## src/rtl/hazard_pkg.sv

```systemverilog
// Shared types for the hazard scoreboard: instruction kinds, pipeline slot
// record and MDU countdown width.
package hazard_pkg;

    localparam int unsigned MDU_CNT_W = 4;
    localparam int unsigned RD_W      = 5;

    typedef enum logic [1:0] {
        KIND_ALU  = 2'd0,
        KIND_LOAD = 2'd1,
        KIND_MDU  = 2'd2
    } kind_t;

    typedef struct packed {
        logic            valid;
        logic [RD_W-1:0] rd;
        logic            regwrite;
        kind_t           kind;
    } slot_t;

    localparam slot_t SLOT_EMPTY = '{valid: 1'b0, rd: '0, regwrite: 1'b0, kind: KIND_ALU};

    // The reserved encoding 3 behaves exactly like an ALU op.
    function automatic kind_t decode_kind(input logic [1:0] k);
        case (k)
            2'd1:    return KIND_LOAD;
            2'd2:    return KIND_MDU;
            default: return KIND_ALU;
        endcase
    endfunction

endpackage

```

## src/rtl/hazard_scoreboard_if.sv

```systemverilog
// ID-stage operand/destination info and flush in, pipeline register
// enable controls out.
interface hazard_scoreboard_if #(
    parameter int unsigned REG_ADDR_W = 5
);
    logic                  id_valid;
    logic [REG_ADDR_W-1:0] id_rs1;
    logic [REG_ADDR_W-1:0] id_rs2;
    logic                  id_rs1_used;
    logic                  id_rs2_used;
    logic [REG_ADDR_W-1:0] id_rd;
    logic                  id_regwrite;
    logic [1:0]            id_kind;
    logic                  flush;

    logic                  stall_if_id;
    logic                  bubble_id_ex;
    logic                  hold_ex;
    logic                  bubble_ex_mem;
    logic                  mdu_busy;

    modport master (
        output id_valid, id_rs1, id_rs2, id_rs1_used, id_rs2_used,
               id_rd, id_regwrite, id_kind, flush,
        input  stall_if_id, bubble_id_ex, hold_ex, bubble_ex_mem, mdu_busy
    );

    modport slave (
        input  id_valid, id_rs1, id_rs2, id_rs1_used, id_rs2_used,
               id_rd, id_regwrite, id_kind, flush,
        output stall_if_id, bubble_id_ex, hold_ex, bubble_ex_mem, mdu_busy
    );
endinterface

```

## src/rtl/mdu_busy_timer.sv

```systemverilog
// Countdown of remaining MDU occupancy cycles in EX; busy while nonzero,
// last on the final busy cycle.
module mdu_busy_timer
    import hazard_pkg::*;
#(
    parameter int unsigned MDU_LATENCY = 4
) (
    input  logic clk,
    input  logic rst_n,
    input  logic load,
    input  logic clear,
    output logic busy,
    output logic last
);
    logic [MDU_CNT_W-1:0] cnt;

    always_ff @(posedge clk) begin
        if (!rst_n) begin
            cnt <= '0;
        end else if (clear) begin
            cnt <= '0;
        end else if (load) begin
            cnt <= MDU_CNT_W'(MDU_LATENCY - 1);
        end else if (cnt != '0) begin
            cnt <= cnt - MDU_CNT_W'(1);
        end
    end

    assign busy = (cnt != '0);
    assign last = (cnt == MDU_CNT_W'(1));
endmodule

```

## src/rtl/hazard_scoreboard.sv

```systemverilog
// Tracks EX/MEM producers and raises stall/bubble/hold controls only for
// load-use dependencies and an occupied multi-cycle MDU.
module hazard_scoreboard
    import hazard_pkg::*;
#(
    parameter int unsigned MDU_LATENCY = 4,
    parameter int unsigned REG_ADDR_W  = 5
) (
    input  logic                clk,
    input  logic                rst_n,
    hazard_scoreboard_if.slave  hz
);
    slot_t ex_slot;
    slot_t mem_slot;
    logic  busy;
    logic  mdu_last;
    logic  load_use;
    logic  issue;
    logic  mdu_load;
    kind_t id_kind_dec;

    function automatic logic producer_match(input slot_t s, input logic [REG_ADDR_W-1:0] src,
                                            input logic used, input logic id_valid);
        return s.valid && s.regwrite && (s.rd != '0) && (s.rd == RD_W'(src)) && used && id_valid;
    endfunction

    always_comb begin
        id_kind_dec = decode_kind(hz.id_kind);
        load_use    = !busy && (ex_slot.kind == KIND_LOAD) &&
                      (producer_match(ex_slot, hz.id_rs1, hz.id_rs1_used, hz.id_valid) ||
                       producer_match(ex_slot, hz.id_rs2, hz.id_rs2_used, hz.id_valid));
        issue       = !hz.flush && !busy && hz.id_valid && !load_use;
        mdu_load    = issue && (id_kind_dec == KIND_MDU);
    end

    mdu_busy_timer #(
        .MDU_LATENCY (MDU_LATENCY)
    ) u_timer (
        .clk   (clk),
        .rst_n (rst_n),
        .load  (mdu_load),
        .clear (hz.flush),
        .busy  (busy),
        .last  (mdu_last)
    );

    assign hz.stall_if_id   = busy || load_use;
    assign hz.bubble_id_ex  = load_use;
    assign hz.hold_ex       = busy;
    assign hz.bubble_ex_mem = busy;
    assign hz.mdu_busy      = busy;

    // A flushed in-progress MDU is aborted rather than retired into MEM.
    always_ff @(posedge clk) begin
        if (!rst_n) begin
            ex_slot  <= SLOT_EMPTY;
            mem_slot <= SLOT_EMPTY;
        end else if (hz.flush) begin
            ex_slot  <= SLOT_EMPTY;
            mem_slot <= busy ? SLOT_EMPTY : ex_slot;
        end else if (busy) begin
            mem_slot <= SLOT_EMPTY;
        end else begin
            mem_slot <= ex_slot;
            if (issue) begin
                ex_slot <= '{valid: 1'b1, rd: RD_W'(hz.id_rd),
                             regwrite: hz.id_regwrite, kind: id_kind_dec};
            end else begin
                ex_slot <= SLOT_EMPTY;
            end
        end
    end

    mdu_release: assert property (@(posedge clk) disable iff (!rst_n) mdu_last |=> !busy);
endmodule

```

## src/flat_wrapper.sv

```systemverilog
// flat-port wrapper written by rule: the top's interface ports become plain ports
module hazard_scoreboard_flat import hazard_pkg::*;
#(
    parameter int unsigned MDU_LATENCY = 4,
    parameter int unsigned REG_ADDR_W  = 5
)
  (clk, rst_n, hz_id_valid, hz_id_rs1, hz_id_rs2, hz_id_rs1_used, hz_id_rs2_used, hz_id_rd, hz_id_regwrite, hz_id_kind, hz_flush, hz_stall_if_id, hz_bubble_id_ex, hz_hold_ex, hz_bubble_ex_mem, hz_mdu_busy);
  hazard_scoreboard_if #(.REG_ADDR_W(REG_ADDR_W)) hz_i ();
  input  logic clk;
  input  logic rst_n;
  input wire logic [$bits(hz_i.id_valid)-1:0] hz_id_valid;
  input wire logic [$bits(hz_i.id_rs1)-1:0] hz_id_rs1;
  input wire logic [$bits(hz_i.id_rs2)-1:0] hz_id_rs2;
  input wire logic [$bits(hz_i.id_rs1_used)-1:0] hz_id_rs1_used;
  input wire logic [$bits(hz_i.id_rs2_used)-1:0] hz_id_rs2_used;
  input wire logic [$bits(hz_i.id_rd)-1:0] hz_id_rd;
  input wire logic [$bits(hz_i.id_regwrite)-1:0] hz_id_regwrite;
  input wire logic [$bits(hz_i.id_kind)-1:0] hz_id_kind;
  input wire logic [$bits(hz_i.flush)-1:0] hz_flush;
  output wire logic [$bits(hz_i.stall_if_id)-1:0] hz_stall_if_id;
  output wire logic [$bits(hz_i.bubble_id_ex)-1:0] hz_bubble_id_ex;
  output wire logic [$bits(hz_i.hold_ex)-1:0] hz_hold_ex;
  output wire logic [$bits(hz_i.bubble_ex_mem)-1:0] hz_bubble_ex_mem;
  output wire logic [$bits(hz_i.mdu_busy)-1:0] hz_mdu_busy;
  assign hz_i.id_valid = hz_id_valid;
  assign hz_i.id_rs1 = hz_id_rs1;
  assign hz_i.id_rs2 = hz_id_rs2;
  assign hz_i.id_rs1_used = hz_id_rs1_used;
  assign hz_i.id_rs2_used = hz_id_rs2_used;
  assign hz_i.id_rd = hz_id_rd;
  assign hz_i.id_regwrite = hz_id_regwrite;
  assign hz_i.id_kind = hz_id_kind;
  assign hz_i.flush = hz_flush;
  assign hz_stall_if_id = hz_i.stall_if_id;
  assign hz_bubble_id_ex = hz_i.bubble_id_ex;
  assign hz_hold_ex = hz_i.hold_ex;
  assign hz_bubble_ex_mem = hz_i.bubble_ex_mem;
  assign hz_mdu_busy = hz_i.mdu_busy;
  hazard_scoreboard #(.MDU_LATENCY(MDU_LATENCY), .REG_ADDR_W(REG_ADDR_W)) u_core (.clk(clk), .rst_n(rst_n), .hz(hz_i));
endmodule
```

## config.mk

```make
export PLATFORM = sky130hd
export DESIGN_NAME = hazard_scoreboard_flat
export DESIGN_NICKNAME = d
export VERILOG_FILES = /design/src/rtl/hazard_pkg.sv /design/src/rtl/hazard_scoreboard_if.sv /design/src/rtl/mdu_busy_timer.sv /design/src/rtl/hazard_scoreboard.sv /design/src/flat_wrapper.sv
export SDC_FILE = /design/constraint.sdc
export NUM_CORES = 1
export LEC_CHECK = 0
export CAP_MARGIN = 10
export CORE_AREA = 2 2 47 54
export DETAILED_ROUTE_END_ITERATION = 12
export DIE_AREA = 0 0 49 56
export PLACE_DENSITY = 0.72
export SLEW_MARGIN = 20
export SYNTH_ARGS = -nofsm -noshare
export SYNTH_HDL_FRONTEND = slang
export SYNTH_SLANG_ARGS = --single-unit
```

## constraint.sdc

```tcl
create_clock -name clk -period 2.2 [get_ports clk]
set_clock_uncertainty 0.2 [all_clocks]
set_input_delay 0.55 -clock clk [delete_from_list [all_inputs] [get_ports clk]]
set_output_delay 0.55 -clock clk [all_outputs]
set_load 0.1 [all_outputs]
```

==> flow_summary.ini, run 1 <==
[timing]
maxSlewHeadroom_pct = 61.2
period_needed_ps = 2540
setup_tns_ps = -996
max_freq_mhz = 393
fin_crit_sh_pct = 116
setup_slack_ps = -343
drv_slew = 0
finalSetupViolCount = 5
worst_pin_slew_ps = 579
rsz0062_at_grt = yes
hold_viol_final = 0

[worst_setup_path]
crit_start = u_core.ex_slot[3]
rr_startpoint = u_core.u_timer.cnt[1]
r2r_setup_slack_ps = 310
critical_path_buf_inv_count = 2
start_kind = flop
cp.depth = 5
path_cells = or4_4 -> o211ai_4 -> inv_2 -> a21o_4 -> buf_12
critPathSlowestCell = or4_4
max_stage_delay_ps = 520
path_delay_family = simple AND/OR/NAND/NOR gates
r2r-end = u_core.u_timer.cnt[0]
cp.required_ps = 1450
worstPathArrival_ps = 1790
ff2ff_path_depth = 7
crit_type = reg2out
critPathMaxFanout = 4
crit_end = hz_stall_if_id
cp-end-kind = primary output

[yosys]
synth.avg_cell_area_sq_um = 8.67
synth_area_leaders = dfxtp_1 (31%), xnor2_1 (12%), a22oi_1 (6.3%), nand3_1 (4.8%), and3_1 (4.5%)
yosysUniqueCellTypes = 32
yosysWarnings = 0
yosysTopAreaCellShare_pct = 31.0
async_flop_share_pct = 0
synth-seq-cells = 13
netlist_area_sq_um = 841
syn_nets = 123
synthCells = 97
synth_ff_type = dfxtp_1
ys_seq_area_share_pct = 31.0
synth_edf_count = 0
synth_top_area_cell = dfxtp_1

[detailed_routing]
ant_nets = 0
drcViolationCount = 0
finalWirelength_mm = 2.45
viasPerCell = 5.16
first_pass_iters = 4
wl_per_cell_um = 13.5
vias = 934
drt_iter0_drc = 12

[die]
ios = 29
chipHeight_um = 56
start_util_pct = 38.5
die-area_sq_um = 2740
die_w_um = 49
rows = 18
core_area_sq_um = 2180

[clock_network]
clockBufferDepth = 2
clk_latency_ps = 280
clock_sinks = 13
cts-root-buf = clkbuf_4
cts.clk_slew.worst_paths_ps = 80
cts_tree = yes
cts_buffers = 3
htreeDepth = 1

[final_layout]
antenna_cells = 0
fillCellCount = 185
final_common_cell = buf_4
mostFrequentLayoutCells = buf_4 (27), clkdlybuf4s50_1 (12), xnor2_1 (11)
area_growth_pct = 72.2
nets = 178
post_route_cells_drive_above_1_share_pct = 35.1
final_cells = 181

[job]
maxCapViolations = 0

[power_and_ir_drop]
vdd_drop_max_v = 0.00174
power_density_nw_per_um2 = 1350
p_leak_nw = 0.601

[grt]
use_met2_pct = 37.6
use_met1_pct = 22.4
grt_pass1_vias = 972
grt_usage_pct = 20.1
grt_pass1_wl_mm = 4.29
grt_start_max_net_pins = 16
use_met3_pct = 2.69
antenna_found_initial = 0
gr-max-usage-layer = met2
gr-total-overflow = 0

[placement]
place_congestion = 0.795
place_inst = 169
port-buffer-count = 28
dp_hpwl_mm = 1.91

[status]
status = finished, violations left
violations = negative setup slack

[worst_hold_path]
hp-class = reg2reg
[metal layers]
layer / vias up / wire length [um]
met5: - / 0
met4: 0 / 41
met3: 6 / 71
met2: 15 / 1320
met1: 438 / 1020
li1: 475 / -
[flip-flops by register name (all words and copies together) (netlist names)]
register / flops
u_core.u_timer.cnt: 4
u_core.ex_slot: 9
[how the worst min path moves through the flow]
stage	end	cells after the start	slack [ps]	start
4_1_cts	u_core.ex_slot[1]	2	290	u_core.ex_slot[1]
3_5_place_dp	u_core.ex_slot[1]	2	280	u_core.ex_slot[1]
5_1_grt	u_core.ex_slot[1]	2	340	u_core.ex_slot[1]
3_3_place_gp	u_core.ex_slot[1]	2	270	u_core.ex_slot[1]
6_report	u_core.ex_slot[1]	2	300	u_core.ex_slot[1]
2_1_floorplan	u_core.ex_slot[1]	2	230	u_core.ex_slot[1]
[what timing repair did]
| item | CTS | global route |
|---|---|---|
| hold endpoints to repair | 0 | 0 |
| hold buffers | 0 | 0 |
| gates resized for setup | 17 | 8 |
| setup buffers | 3 | 6 |
| endpoints found under the setup margin | 5 | 5 |
| pin swaps | 11 | 10 |
[area by class of cell]
cell class,instances,area [sq um],area share (%)
clock buffer,4,26.3,1.82
inverter,4,18.8,1.30
multi-input combinational,75,577,39.8
sequential,13,265,18.3
tap,30,37.5,2.59
timing repair buffer,55,523,36.1
[stage by stage]
step	area, sq um	setup slack [ps]	hold slack (ps)	utilization, %	total power, mW
after CTS	1400	-347	295	64.3	1.92
after global routing	1450	-394	342	66.3	2.06
after detailed placement	1350	-562	279	62.0	1.73
final	1450	-343	297	66.3	1.96
after global placement	1350	-561	269	62.0	1.70
after floorplan	871	-647	232	-	1.23
[synthesized netlist by cell type (all sizes together), types with 2 or more instances]
master and instances:
o21ai 6, nand4 2, o221ai 2, nor2 3, nand3 8, buf 2, nor3 2, xnor2 12
dfxtp 13, inv 4, nand2 6, clkbuf 3, ha 2, a22oi 7, a21oi 2, and3 6
and4b 3, o211ai 3
[worst register-to-register path: stages (launching register included)]
cell and delay (ps):
dfxtp_2 340, inv_2 70, ha_4 140, and4bb_2 280, buf_4 200, and4b_1 250, o221ai_1 200, o211ai_1 140
[cell families after synthesis]
kind of cell / count (synthesis) / share of synthesized area, %
compound gates: 24 / 22.0
xor+xnor: 12 / 12.5
fa+ha+maj: 2 / 2.98
buf+inv: 9 / 5.06
flops: 13 / 31.0
simple gates: 37 / 26.5
[report_power, final]
part / total (mW) / internal, mW / switching, mW
sequential: 0.335 / 0.288 / 0.0477
combinational: 1.47 / 0.627 / 0.839
clock: 0.155 / 0.0705 / 0.0848
total: 1.96 / 0.985 / 0.972
Note: power is estimated with default switching activity, not from simulation.
==> inputs of run 2 (changes only) <==
MAX_ROUTING_LAYER = met4   (was unset)
==> results of run 2 <==
The final DEF is identical to that of run 1; final timing and power are the same.
Main changes from that run: final weighted congestion in routability-driven placement 0.795 -> 0.806; wire length of the first global-routing pass 4290 um -> 4300 um; overall routing resource usage 20.1% -> 20.7%
==> inputs of run 3 (changes only) <==
CORE_AREA = 2 2 49 51   (was 2 2 47 54)
DIE_AREA = 0 0 51 53   (was 0 0 49 56)
PLACE_DENSITY = 0.73   (was 0.72)
==> run 3 against run 2 <==
Effect of this change: the flow still finishes with violations (negative setup slack); design area rose by 1.4%; register-to-register slack got worse by 130 ps; maximum frequency grew 0.27%; combinational power about the same; hold slack worse by 19 ps; largest cell class unchanged.
==> flow_summary.ini, run 3 (synthesis gave the netlist of run 1 again) <==
[die]
die_w_um = 51
rows = 17
core_area_sq_um = 2150
start_util_pct = 39.1
chipHeight_um = 53
ios = 29
die-area_sq_um = 2700

[timing]
whs_ps = 278
hold_viol_final = 0
drv_slew = 0
finalSetupViolCount = 5
rsz0062_at_grt = yes
worst_pin_slew_ps = 578
fin_crit_sh_pct = 115
period_needed_ps = 2540
setup_slack_ps = -336
maxSlewHeadroom_pct = 61.3
max_freq_mhz = 394
setup_tns_ps = -923

[grt]
antenna_found_initial = 0
grt_usage_pct = 22.0
grt_pass1_vias = 1016
grt_start_max_net_pins = 16
grt_pass1_wl_mm = 4.28
gr-total-overflow = 0

[clock_network]
cts_buffers = 3
htreeDepth = 1
clock_sinks = 13
clk_latency_ps = 270
cts.clk_slew.worst_paths_ps = 90
cts_hold_buffers = 0
clockBufferDepth = 2
cts_tree = yes
cts-root-buf = clkbuf_4

[power_and_ir_drop]
pwr-share-comb_pct = 75.4
power_density_nw_per_um2 = 1350
vdd_drop_max_v = 0.00205
power.switching_mw = 0.980
swShare_pct = 49.5
power_frac_seq_pct = 16.8
power.total_mw = 1.98
clkPwrFrac_pct = 7.8
p_int_mw = 1.00
p_leak_nw = 0.589

[final_layout]
antenna_cells = 0
area_growth_pct = 74.6
top_regs = u_core.ex_slot: 9 flops, u_core.u_timer.cnt: 4 flops
final_area_sq_um = 1470
top_register = u_core.ex_slot
nets = 176
final_cells = 177
mostFrequentLayoutCells = buf_4 (24), clkdlybuf4s50_1 (13), xnor2_1 (12)
post-route-util_pct = 68.3
largest_reg_flops = 9
fillCellCount = 171
final_common_cell = buf_4
post_route_cells_drive_above_1_share_pct = 35.6

[detailed_routing]
viasPerCell = 5.44
wl_met2_mm = 1.32
wl_met1_mm = 1.05
drt_iter0_drc = 9
met3_length_um = 161
first_pass_iters = 4
wl_per_cell_um = 14.7
vias = 963
routed.top_layer = met4
ant_nets = 0
drcViolationCount = 0
finalWirelength_mm = 2.60

[placement]
place_congestion = 0.795
port-buffer-count = 28
preCtsSetupSlack_ps = -546
place_area_sq_um = 1360
dp_hpwl_mm = 1.85
place_inst = 168

[worst_setup_path]
start_kind = flop
crit_type = reg2out
critPathMaxFanout = 2
max_stage_delay_ps = 560
path_delay_family = simple AND/OR/NAND/NOR gates
worstPathArrival_ps = 1790
cp-end-kind = primary output
cp.required_ps = 1450
path_cells = or4_4 -> o211ai_4 -> inv_2 -> a21o_4 -> buf_12
critPathSlowestCell = or4_4
critical_path_buf_inv_count = 2

[job]
maxCapViolations = 0

[worst_hold_path]
hp-class = reg2reg

[status]
violations = negative setup slack
status = finished, violations left
[run 3: path summary, 6_finish.rpt]
kind	startpoint	end	slack (ps)	depth (start not counted)
worst max-delay path	u_core.ex_slot[5]	hz_stall_if_id	-340	5
worst min register to register	u_core.ex_slot[1]	u_core.ex_slot[1]	280	2
worst min-delay path	u_core.ex_slot[1]	u_core.ex_slot[1]	280	2
worst max register to register	u_core.ex_slot[3]	u_core.u_timer.cnt[0]	180	9
[run 3: routing by layer]
layer	GRT usage (%)	vias to the layer above
met2	39.8	44
li1	-	465
met4	10.4	0
met5	-	-
met3	2.82	10
met1	23.9	444
[run 3: worst register-to-register path: stages (launching register included)]
cell	delay, ps
dfxtp_2	350
buf_4	130
xnor2_1	140
nand4_1	190
buf_4	200
buf_4	120
buf_4	120
buf_4	140
o221ai_4	170
o211ai_1	140
[run 3: cell type report]
| cell class | instances | area [sq um] | area share (%) |
|---|---|---|---|
| sequential | 13 | 264 | 18.0 |
| tap | 28 | 35.0 | 2.39 |
| multi-input combinational | 75 | 608 | 41.4 |
| clock buffer | 4 | 26.3 | 1.79 |
| inverter | 4 | 18.8 | 1.28 |
| timing repair buffer | 53 | 515 | 35.1 |
[run 3: power groups by stage]
stage	combinational (mW)	sequential [mW]	clock (mW)
6_report	1.49	0.333	0.154
2_1_floorplan	0.908	0.327	0
3_5_place_dp	1.41	0.335	0
4_1_cts	1.50	0.330	0.154
5_1_grt	1.58	0.338	0.165
3_3_place_gp	1.40	0.332	0
[run 3: timing repair]
| item | in CTS | in global routing |
|---|---|---|
| gates resized for setup | 18 | 9 |
| setup buffers | 7 | 1 |
| pin swaps | 12 | 17 |
| setup endpoints to repair | 5 | 9 |
